===== src/rtl/mul_hilo_seq.sv =====
// Multicycle launch/capture sequencer and HI/LO registers around an external combinational signed multiplier.
// Result lands SETTLE_CYCLES edges after start; start during WAIT is dropped; optional ovf flag under MUL_OVF_FLAG_EN.
module mul_hilo_seq #(
    parameter int SETTLE_CYCLES = 2,
    parameter int WIDTH         = 32
) (
    input  logic               clock,
    input  logic               clear,
    input  logic               start,
    input  logic [WIDTH-1:0]   op_a,
    input  logic [WIDTH-1:0]   op_b,
    output logic [WIDTH-1:0]   mul_a,
    output logic [WIDTH-1:0]   mul_b,
    input  logic [2*WIDTH-1:0] mul_z,
    output logic               busy,
    output logic               done,
    input  logic               hi_wr,
    input  logic               lo_wr,
    input  logic [WIDTH-1:0]   wr_data,
    output logic [WIDTH-1:0]   hi,
    output logic [WIDTH-1:0]   lo
`ifdef MUL_OVF_FLAG_EN
    ,
    output logic               ovf
`endif
);

    typedef enum logic [1:0] {
        ST_IDLE = 2'd0,
        ST_WAIT = 2'd1,
        ST_DONE = 2'd2
    } state_t;

    localparam logic [3:0] SETTLE_INIT = 4'(SETTLE_CYCLES);

    state_t             state_q, state_d;
    logic [3:0]         cnt_q, cnt_d;
    logic [WIDTH-1:0]   mul_a_q, mul_a_d;
    logic [WIDTH-1:0]   mul_b_q, mul_b_d;
    logic [WIDTH-1:0]   hi_q, hi_d;
    logic [WIDTH-1:0]   lo_q, lo_d;
    logic               busy_q, busy_d;
    logic               done_q, done_d;
    logic [WIDTH-1:0]   prod_hi;
    logic [WIDTH-1:0]   prod_lo;

    assign prod_hi = mul_z[2*WIDTH-1:WIDTH];
    assign prod_lo = mul_z[WIDTH-1:0];

`ifdef MUL_OVF_FLAG_EN
    logic ovf_q, ovf_d;
    logic prod_ovf;

    // Product fits in WIDTH signed bits only when the upper half is pure sign extension.
    assign prod_ovf = (prod_hi != {WIDTH{prod_lo[WIDTH-1]}});
`endif

    always_comb begin
        state_d = state_q;
        cnt_d   = cnt_q;
        mul_a_d = mul_a_q;
        mul_b_d = mul_b_q;
        hi_d    = hi_q;
        lo_d    = lo_q;
        busy_d  = busy_q;
        done_d  = 1'b0;
`ifdef MUL_OVF_FLAG_EN
        ovf_d   = ovf_q;
`endif

        case (state_q)
            ST_IDLE, ST_DONE: begin
                if (hi_wr) begin
                    hi_d = wr_data;
                end
                if (lo_wr) begin
                    lo_d = wr_data;
                end
`ifdef MUL_OVF_FLAG_EN
                if (hi_wr || lo_wr) begin
                    ovf_d = 1'b0;
                end
`endif
                if (start) begin
                    mul_a_d = op_a;
                    mul_b_d = op_b;
                    cnt_d   = SETTLE_INIT;
                    state_d = ST_WAIT;
                    busy_d  = 1'b1;
                end else begin
                    state_d = ST_IDLE;
                    busy_d  = 1'b0;
                end
            end

            ST_WAIT: begin
                // HI/LO belong to the pending capture; start and direct writes are ignored here.
                if (cnt_q > 4'd1) begin
                    cnt_d = cnt_q - 4'd1;
                end else begin
                    cnt_d   = 4'd0;
                    hi_d    = prod_hi;
                    lo_d    = prod_lo;
                    state_d = ST_DONE;
                    busy_d  = 1'b0;
                    done_d  = 1'b1;
`ifdef MUL_OVF_FLAG_EN
                    ovf_d   = prod_ovf;
`endif
                end
            end

            default: begin
                state_d = ST_IDLE;
                busy_d  = 1'b0;
            end
        endcase
    end

    always_ff @(posedge clock or posedge clear) begin
        if (clear) begin
            state_q <= ST_IDLE;
            cnt_q   <= 4'd0;
            mul_a_q <= '0;
            mul_b_q <= '0;
            hi_q    <= '0;
            lo_q    <= '0;
            busy_q  <= 1'b0;
            done_q  <= 1'b0;
        end else begin
            state_q <= state_d;
            cnt_q   <= cnt_d;
            mul_a_q <= mul_a_d;
            mul_b_q <= mul_b_d;
            hi_q    <= hi_d;
            lo_q    <= lo_d;
            busy_q  <= busy_d;
            done_q  <= done_d;
        end
    end

`ifdef MUL_OVF_FLAG_EN
    always_ff @(posedge clock or posedge clear) begin
        if (clear) begin
            ovf_q <= 1'b0;
        end else begin
            ovf_q <= ovf_d;
        end
    end

    assign ovf = ovf_q;
`endif

    assign mul_a = mul_a_q;
    assign mul_b = mul_b_q;
    assign hi    = hi_q;
    assign lo    = lo_q;
    assign busy  = busy_q;
    assign done  = done_q;

endmodule

===== config.mk =====
export PLATFORM = sky130hd
export DESIGN_NAME = mul_hilo_seq
export DESIGN_NICKNAME = d
export VERILOG_FILES = /design/src/rtl/mul_hilo_seq.sv
export SDC_FILE = /design/constraint.sdc
export NUM_CORES = 1
export LEC_CHECK = 0
export BUFFER_PORTS_ARGS = -buffer_cell sky130_fd_sc_hd__buf_4
export CORE_MARGIN = 10
export CORE_UTILIZATION = 30
export DETAILED_ROUTE_END_ITERATION = 10
export GPL_TIMING_DRIVEN = 0
export HOLD_SLACK_MARGIN = 0.03
export PLACE_DENSITY_LB_ADDON = 0.3
export SETUP_SLACK_MARGIN = 0.3
export SYNTH_ARGS = -nofsm -noshare
export SYNTH_HDL_FRONTEND = slang
export SYNTH_SLANG_ARGS = --single-unit

===== constraint.sdc =====
create_clock -name clock -period 3.8 [get_ports clock]
set_input_delay 0.38 -clock clock [delete_from_list [all_inputs] [get_ports clock]]
set_output_delay 0.38 -clock clock [all_outputs]
set_load 0.02 [all_outputs]

# Word-level counts from Yosys, hierarchy flattened
# Index checks and enable logic that the tools add are counted.
# op_classes
addsub,1
order_cmp,1
n_eq_ne,6
n_mux,17
reduce_logical,7
# ops
operator,count
two-way mux 32 bit,4
one-hot mux 32 bit (2 select lines),2
two-way mux 4 bit,2
!= test 2 bit (second input constant),4
one-hot mux 4 bit (2 select lines),1
AND reduction 3 bit,2
two-way mux 1 bit,5
> comparator 4 x 1 -> 1 bit (second input constant),1
one-hot mux 2 bit (2 select lines),1
AND reduction 2 bit,2
subtractor 4 x 1 -> 4 bit (second input constant),1
equality test 2 x 1 -> 1 bit (second input constant),1
equality test 2 bit (second input constant),1
zero test 2 bit,1
two-way mux 2 bit,1
one-hot mux 1 bit (2 select lines),1
nonzero test 2 bit,1
OR reduction 2 bit,1
# totals
ff_bits,136
in_bits,165
out_inout_bits,130
wordCells,40

# Logic depth before layout (Yosys ltp)
# Gate-level depths: netlist of the first run.
# logic_depth
word_depth,4
depth_mapped,8
ltp_nobuf,6

# Worst setup path after synthesis of the first run
# OpenSTA, ideal clock, no wires.
# synth_path
path_kind,reg2reg
from,reg cnt_q[2]
to,"reg hi_q[10], in the netlist hi[10]"
setup_time_ps,123
t_arrival_ps,1547
t_required_ps,3677
slack_ps,2130
stages_incl_launch_ff,6
n_path_buf,2
period_less_slack_ps,1670
path_cell_list,dfrtp_1 > or2_1 > or3_4 > buf_6 > buf_6 > o221a_1
# synth_between
elab_chain_len,3
# synth_lines
element,line_no,rtl
from (decl),37,"logic [3:0] cnt_q, cnt_d;"
from (signal assigned),132,cnt_q <= cnt_d;
> comparator 4 x 1 -> 1 bit,98,if (cnt_q > 4'd1) begin
!= test 2 bit (no line),-,
AND reduction 3 bit (no line),-,
to (signal assigned),135,hi_q <= hi_d;
to (decl),40,"logic [WIDTH-1:0] hi_q, hi_d;"
# Every way passes these cells.
# A chain may end at the register's enable or synchronous reset.

# Worst setup path in the final report of the first run
# layout_path
from,reg cnt_q[0]
to,"reg hi_q[23], in the netlist hi[23]"
# Same word-level chain as after synthesis.

==> qor.txt, run 1 <==
Worst Path Buf+Inv: 2
TritonCTS clock tree: yes
Non-Filler Instances: 1,094
Design area: 8914 um^2
Worst Path Max Fanout: 10
Max_cap viols: 0
Cells along the critical path: inv_1, ha_1, nor2_1, o32ai_2, buf_2, o221a_1
Fill count: 1,795
Row Count: 50
Crit path from: cnt_q[0]$_DFFE_PP0P_
Layout cells sized above 1: 42.91%
Hold slack: 144.2 ps
Synth Instances: 529
Io pins: 295
Die Height: 157.5 um
Slowest stage delay, CP: 500 ps
Worst setup EP type: register
Syn Area/Cell: 10.72 um^2
Via density: 4.627
Relative slew slack: 64.08%
Max frequency: 0.5272 GHz
Layout area overhead: 57.16%
Pins Over Slew Limit: 0
Initial DRC Count: 308
Setup Buffers After CTS: 0
Placer Congestion: 0.7840
Nets: 1,014
Hold Path Class: primary input to register
Buffers added on ports: 294
Peak supply drop: 0.0003017 V
Synthesized flop and latch total: 136
Switch share: 39.66%
RSZ-0062 raised after global routing: false
DIE AREA: 24,800 um^2
Vias in the first global route: 5,296
Sequential fraction of design power: 30.4%
Register area share after synthesis: 60.00%
Worst Tran Pin Value: 538.8 ps
Drc violations: 0
Launch point of the worst reg-to-reg path: cnt_q[0]$_DFFE_PP0P_
Clock network fraction of total power: 22.0%
Crit path time final: 1897 ps
Ant diodes: 0
Final Worst Setup Slack: 1903 ps
Power Density: 944.4 nW/um^2
Setup crit start kind: register
Post-synthesis cell type count: 26
Dpl hpwl: 16,140 um
Core area: 18,640 um^2
CP Class: register to register
P_int: 5.079 mW
Drt first pass iters: 5
Antenna violations before repair: 0
DIE WIDTH: 157.5 um
Clock Sinks: 136
Area after DPL: 8255 um^2
Leakage power: 4.410 nW
Min-delay src: op_b[12]
Syn_nets: 696
Avg WL per Cell: 19.00 um
YS warnings: 0
Worst-Skew Late Latency: 420 ps
Gr ovfl total: 0
Post-route ant nets: 0
Reg2Reg Setup Slack: 1900 ps
Largest net degree at the start of global routing: 39
Req. time, crit path: 4150 ps
Final setup viols: 0
Clk buf depth: 2
CP max-delay cell: o32ai_2
Status: complete, no violations
Period Utilization, post-route: 49.91%
Placed Cells: 1,061
Net Sw Power: 3.338 mW
Fin Clk Skew: 12.33 ps
Reg clk slew, reported paths: 70 ps
Dpl ws: 1896 ps
Initial Utilization: 30.42%
CTS root buf: clkbuf_16
Comb pwr share: 47.6%
Final wirelength: 20,780 um
Synth Cell Area: 5672 um^2
Final hold violation count: 0
Setup_tns: 0 ps
Crit-path leading delay family: compound AO/OA/AOI/OAI gates
Via count: 5,062
GRT Total Usage: 16.29%
Inserted Clock Buffers: 17
First-pass GRT wire length: 31,010 um
CP arrival: 2240 ps
Htree depth: 4
==> kinds of logic (layout without fill, tap and decap cells) <==
| family | count (synthesis) | in the layout | share of synthesized area (%) |
|---|---|---|---|
| AOI/OAI and AO/OA | 72 | 72 | 13.92 |
| buffers and inverters | 44 | 375 | 3.838 |
| adders and majority gates | 2 | 2 | 0.4411 |
| and+or+nand+nor | 274 | 274 | 21.62 |
| DFF | 136 | 136 | 60.00 |
| muxes | 1 | 1 | 0.1765 |
==> path summary, 6_finish.rpt <==
path / endpoint / depth (start not counted)
max: hi[23]$_DFFE_PP0P_ / 6
min: mul_b[12]$_DFFE_PP0P_ / 3
max reg2reg: hi[23]$_DFFE_PP0P_ / 6
min reg2reg: mul_a[20]$_DFFE_PP0P_ / 2
max in group asynchronous: lo[31]$_DFFE_PP0P_ / 6
min in group asynchronous: mul_a[11]$_DFFE_PP0P_ / 3
==> worst min-delay path, stage by stage <==
cell     delay, ps
buf_4           80
nand2_1         40
nand2_1         40
==> sequential cells by signal (all words and copies together) (netlist names) <==
name / cells
mul_a: 32
busy: 1
lo: 32
hi: 32
cnt_q: 4
state_q: 2
done: 1
mul_b: 32
==> timing repair <==
item,4_1_cts,5_1_grt
hold buffers,1,0
endpoints found under the hold margin,12,0
endpoints found under the setup margin,0,0
gates resized for setup,0,0
==> cells in the final DEF (no fill, tap or decap), drive strengths merged <==
master       Yosys  final
buf             16    314
nand2          194    194
dfrtp          136    136
nand2b          67     67
o221a           64     64
clkbuf          20     39
inv              8     11
bufinv           0      5
nor2b            3      3
o21ai            3      3
clkinv           0      3
nor2             2      2
o32ai            2      2
nand3            2      2
o31ai            2      2
clkinvlp         0      2
ha               2      2
or2              2      2
or3              1      1
nand3b           1      1
a31oi            1      1
nor4             1      1
mux2i            1      1
nor3             1      1
dlygate4sd3      0      1
==> metal layers <==
layer	wire length [um]	GRT usage, %	vias up	part of all wire, %
met5	0	0	-	0
met4	417	5.744	0	2.0
met3	1031	4.148	24	5.0
met2	10940	28.67	154	53
met1	8388	18.71	2453	40
li1	-	-	2431	-
==> power groups by stage <==
stage                     logic (mW)  registers [mW]  clock network, mW
final                           4.01            2.56               1.85
after global routing            4.32            2.65               1.96
after floorplan                 1.43            3.38                  0
after CTS                       4.08            2.56               1.89
after detailed placement        4.07            2.57                  0
after global placement          4.02            2.56                  0
==> metrics by stage <==
stage	power (mW)	utilization [%]
after floorplan	4.805	-
after global placement	6.582	43.85
after detailed placement	6.643	44.28
after CTS	8.534	47.81
after global routing	8.924	47.81
final	8.418	47.81
==> area by class of cell <==
| class | count | area, um^2 | area share, % |
|---|---|---|---|
| flip-flops and latches | 136 | 3403 | 38.18 |
| clock buffers | 19 | 432.9 | 4.857 |
| multi-input cells | 349 | 2051 | 23.01 |
| well taps | 234 | 292.8 | 3.285 |
| clock inverters | 13 | 215.2 | 2.414 |
| repair buffers | 299 | 2297 | 25.77 |
| inverters | 8 | 33.78 | 0.3790 |
| plain buffers | 36 | 187.7 | 2.106 |
==> cells in the mapped netlist <==
cell type,instances,share of area [%]
o21ai_0,3,0.26
buf_4,1,0.13
o31ai_1,2,0.26
a31oi_1,1,0.11
nor4_1,1,0.11
nand3_1,2,0.18
nor2b_1,3,0.33
o221a_1,43,8.5
buf_1,1,0.066
o32ai_2,2,0.57
nand2b_1,67,7.4
or2_1,1,0.11
buf_2,9,0.79
nand3b_1,1,0.13
inv_1,8,0.53
dfrtp_1,136,60
nor3_1,1,0.088
or3_4,1,0.20
o221a_2,21,4.2
mux2i_1,1,0.18
or2_2,1,0.11
buf_6,5,0.99
clkbuf_1,20,1.3
nor2_1,2,0.13
nand2_1,194,13
ha_1,2,0.44
Note: power is estimated with default switching activity, not from simulation.
==> inputs of run 2 (changes only) <==
clock period = 2 ns   (was 3.8 ns; I/O delays follow)
==> qor.txt, run 2 (synthesis gave the netlist of run 1 again) <==
Buffers added on ports: 294 (unchanged)
Period Utilization, post-route: 88.41% (was 49.91%)
Vias in the first global route: 5,842 (was 5,296)
Antenna violations before repair: 1 (was 0)
Largest net degree at the start of global routing: 39 (unchanged)
DIE WIDTH: 157.5 um (unchanged)
Max frequency: 0.5655 GHz (was 0.5272 GHz)
CP arrival: 2060 ps (was 2240 ps)
TritonCTS clock tree: yes (unchanged)
CTS root buf: clkbuf_16 (unchanged)
Power Density: 1699 nW/um^2 (was 944.4 nW/um^2)
Htree depth: 4 (unchanged)
Die Height: 157.5 um (unchanged)
Gr ovfl total: 0 (unchanged)
Nets: 1,087 (was 1,014)
Core area: 18,640 um^2 (unchanged)
Io pins: 295 (unchanged)
Drc violations: 0 (unchanged)
GRT Total Usage: 17.26% (was 16.29%)
First-pass GRT wire length: 33,060 um (was 31,010 um)
Peak supply drop: 0.0006401 V (was 0.0003017 V)
Req. time, crit path: 2290 ps (was 4150 ps)
Via density: 4.651 (was 4.627)
Worst Tran Pin Value: 534.0 ps (was 538.8 ps)
Post-route ant nets: 0 (unchanged)
Cells along the critical path: inv_2, ha_4, nor2_4, or3_4, buf_8, buf_12, o221a_1 (was inv_1, ha_1, nor2_1, o32ai_2, buf_2, o221a_1)
Area after DPL: 8255 um^2 (unchanged)
Fill count: 1,687 (was 1,795)
Row Count: 50 (unchanged)
Avg WL per Cell: 18.80 um (was 19.00 um)
Non-Filler Instances: 1,168 (was 1,094)
Setup crit start kind: register (unchanged)
CP max-delay cell: dfrtp_2 (was o32ai_2)
Design area: 9733 um^2 (was 8914 um^2)
Clock Sinks: 136 (unchanged)
Leakage power: 4.780 nW (was 4.410 nW)
Most frequent cells in the layout: 306 x buf_4, 194 x nand2_1, 135 x dfrtp_1 (was 295 x buf_4, 194 x nand2_1, 136 x dfrtp_1)
Inserted Clock Buffers: 17 (unchanged)
Max_cap viols: 0 (unchanged)
Drt first pass iters: 4 (was 5)
RSZ-0062 raised after global routing: true (was false)
Layout area overhead: 71.61% (was 57.16%)
Placed Cells: 1,061 (unchanged)
Initial DRC Count: 321 (was 308)
Slowest stage delay, CP: 440 ps (was 500 ps)
Worst Path Max Fanout: 10 (unchanged)
Placer Congestion: 0.7840 (unchanged)
Final Worst Setup Slack: 231.7 ps (was 1903 ps)
Status: complete, no violations (unchanged)
Fin Clk Skew: 12.51 ps (was 12.33 ps)
Via count: 5,432 (was 5,062)
CP Class: register to register (unchanged)
DIE AREA: 24,800 um^2 (unchanged)
Initial Utilization: 30.42% (unchanged)
Clk buf depth: 2 (unchanged)
Hold Path Class: primary input to register (unchanged)
Pins Over Slew Limit: 0 (unchanged)
Final wirelength: 21,960 um (was 20,780 um)
Final setup viols: 0 (unchanged)
Worst-Skew Late Latency: 420 ps (about the same)
Crit path time final: 1768 ps (was 1897 ps)
Dpl ws: 95.83 ps (was 1896 ps)
Layout cells sized above 1: 42.77% (was 42.91%)
Reg clk slew, reported paths: 60 ps (was 70 ps)
Dpl hpwl: 16,140 um (unchanged)
Relative slew slack: 64.40% (was 64.08%)
Final hold violation count: 0 (unchanged)
Worst setup EP type: register (unchanged)
Most common cell after layout, fill and taps aside: buf_4 (unchanged)
run 2: cell types whose count changed in the layout (fill, tap and decap cells not counted), sizes merged:
cell         delta
clkbuf          +4
diode           +1
buf             +5
dlygate4sd3    +64
run 2: metal layers:
metal	part of all wire, %	vias to the layer above	wire length [um]	global-route usage, %
met5	0	-	0	0
met4	3.3	0	721	7.792
met3	4.9	39	1078	4.449
met2	53	174	11570	30.39
met1	39	2644	8588	19.15
li1	-	2575	-	-
run 2: final timing paths:
check                                         to  slack [ps]                  start  depth (start not counted)
setup / recovery              hi[30]$_DFFE_PP0P_         230   cnt_q[0]$_DFFE_PP0P_                          7
hold / removal                lo[27]$_DFFE_PP0P_          60              mul_z[27]                          2
setup reg to reg              hi[30]$_DFFE_PP0P_         230   cnt_q[0]$_DFFE_PP0P_                          7
hold reg to reg            mul_a[20]$_DFFE_PP0P_         470  mul_a[20]$_DFFE_PP0P_                          2
max in group asynchronous   cnt_q[0]$_DFFE_PP0P_         720                  clear                          6
min in group asynchronous   mul_a[6]$_DFFE_PP0P_         320                  clear                          3
run 2: worst max-delay path: cells and delay by family (launching register included):
kind | cells | cell delay (ps)
compound gates | 1 | 250
simple gates | 2 | 450
fa+ha+maj | 1 | 140
buf+inv | 3 | 380
flops | 1 | 440
run 2: report_power, final:
part | switching (mW) | internal [mW] | total, mW
clock | 1.28 | 2.23 | 3.51
combinational | 4.46 | 3.68 | 8.14
sequential | 0.773 | 4.12 | 4.89
total | 6.51 | 10.0 | 16.5
run 2: metrics by stage:
stage,total power [mW],utilization (%),hold slack [ps],setup TNS (ps)
after global routing,17.52,52.21,38.66,0
final,16.54,52.21,58.21,0
after detailed placement,12.62,44.28,194.8,0
after global placement,12.51,43.85,390.0,-132670
after floorplan,9.129,-,305.4,0
after CTS,16.48,51.61,32.70,0
run 2: final cells by class:
| type | count | area, um^2 | share of cell area [%] |
|---|---|---|---|
| antenna | 1 | 2.502 | 0.02571 |
| buffer | 36 | 249.0 | 2.558 |
| clock buffer | 19 | 432.9 | 4.448 |
| clock inverter | 13 | 215.2 | 2.211 |
| inverter | 8 | 33.78 | 0.3471 |
| multi-input combinational | 349 | 2097 | 21.55 |
| sequential | 136 | 3405 | 34.98 |
| tap | 234 | 292.8 | 3.008 |
| timing repair buffer | 372 | 3005 | 30.88 |
run 2: timing repair:
item,in CTS,in global routing
setup endpoints to repair,121,127
pin swaps,0,2
hold buffers,65,0
gates resized for setup,12,36
setup buffers,4,5
hold endpoints to repair,76,0
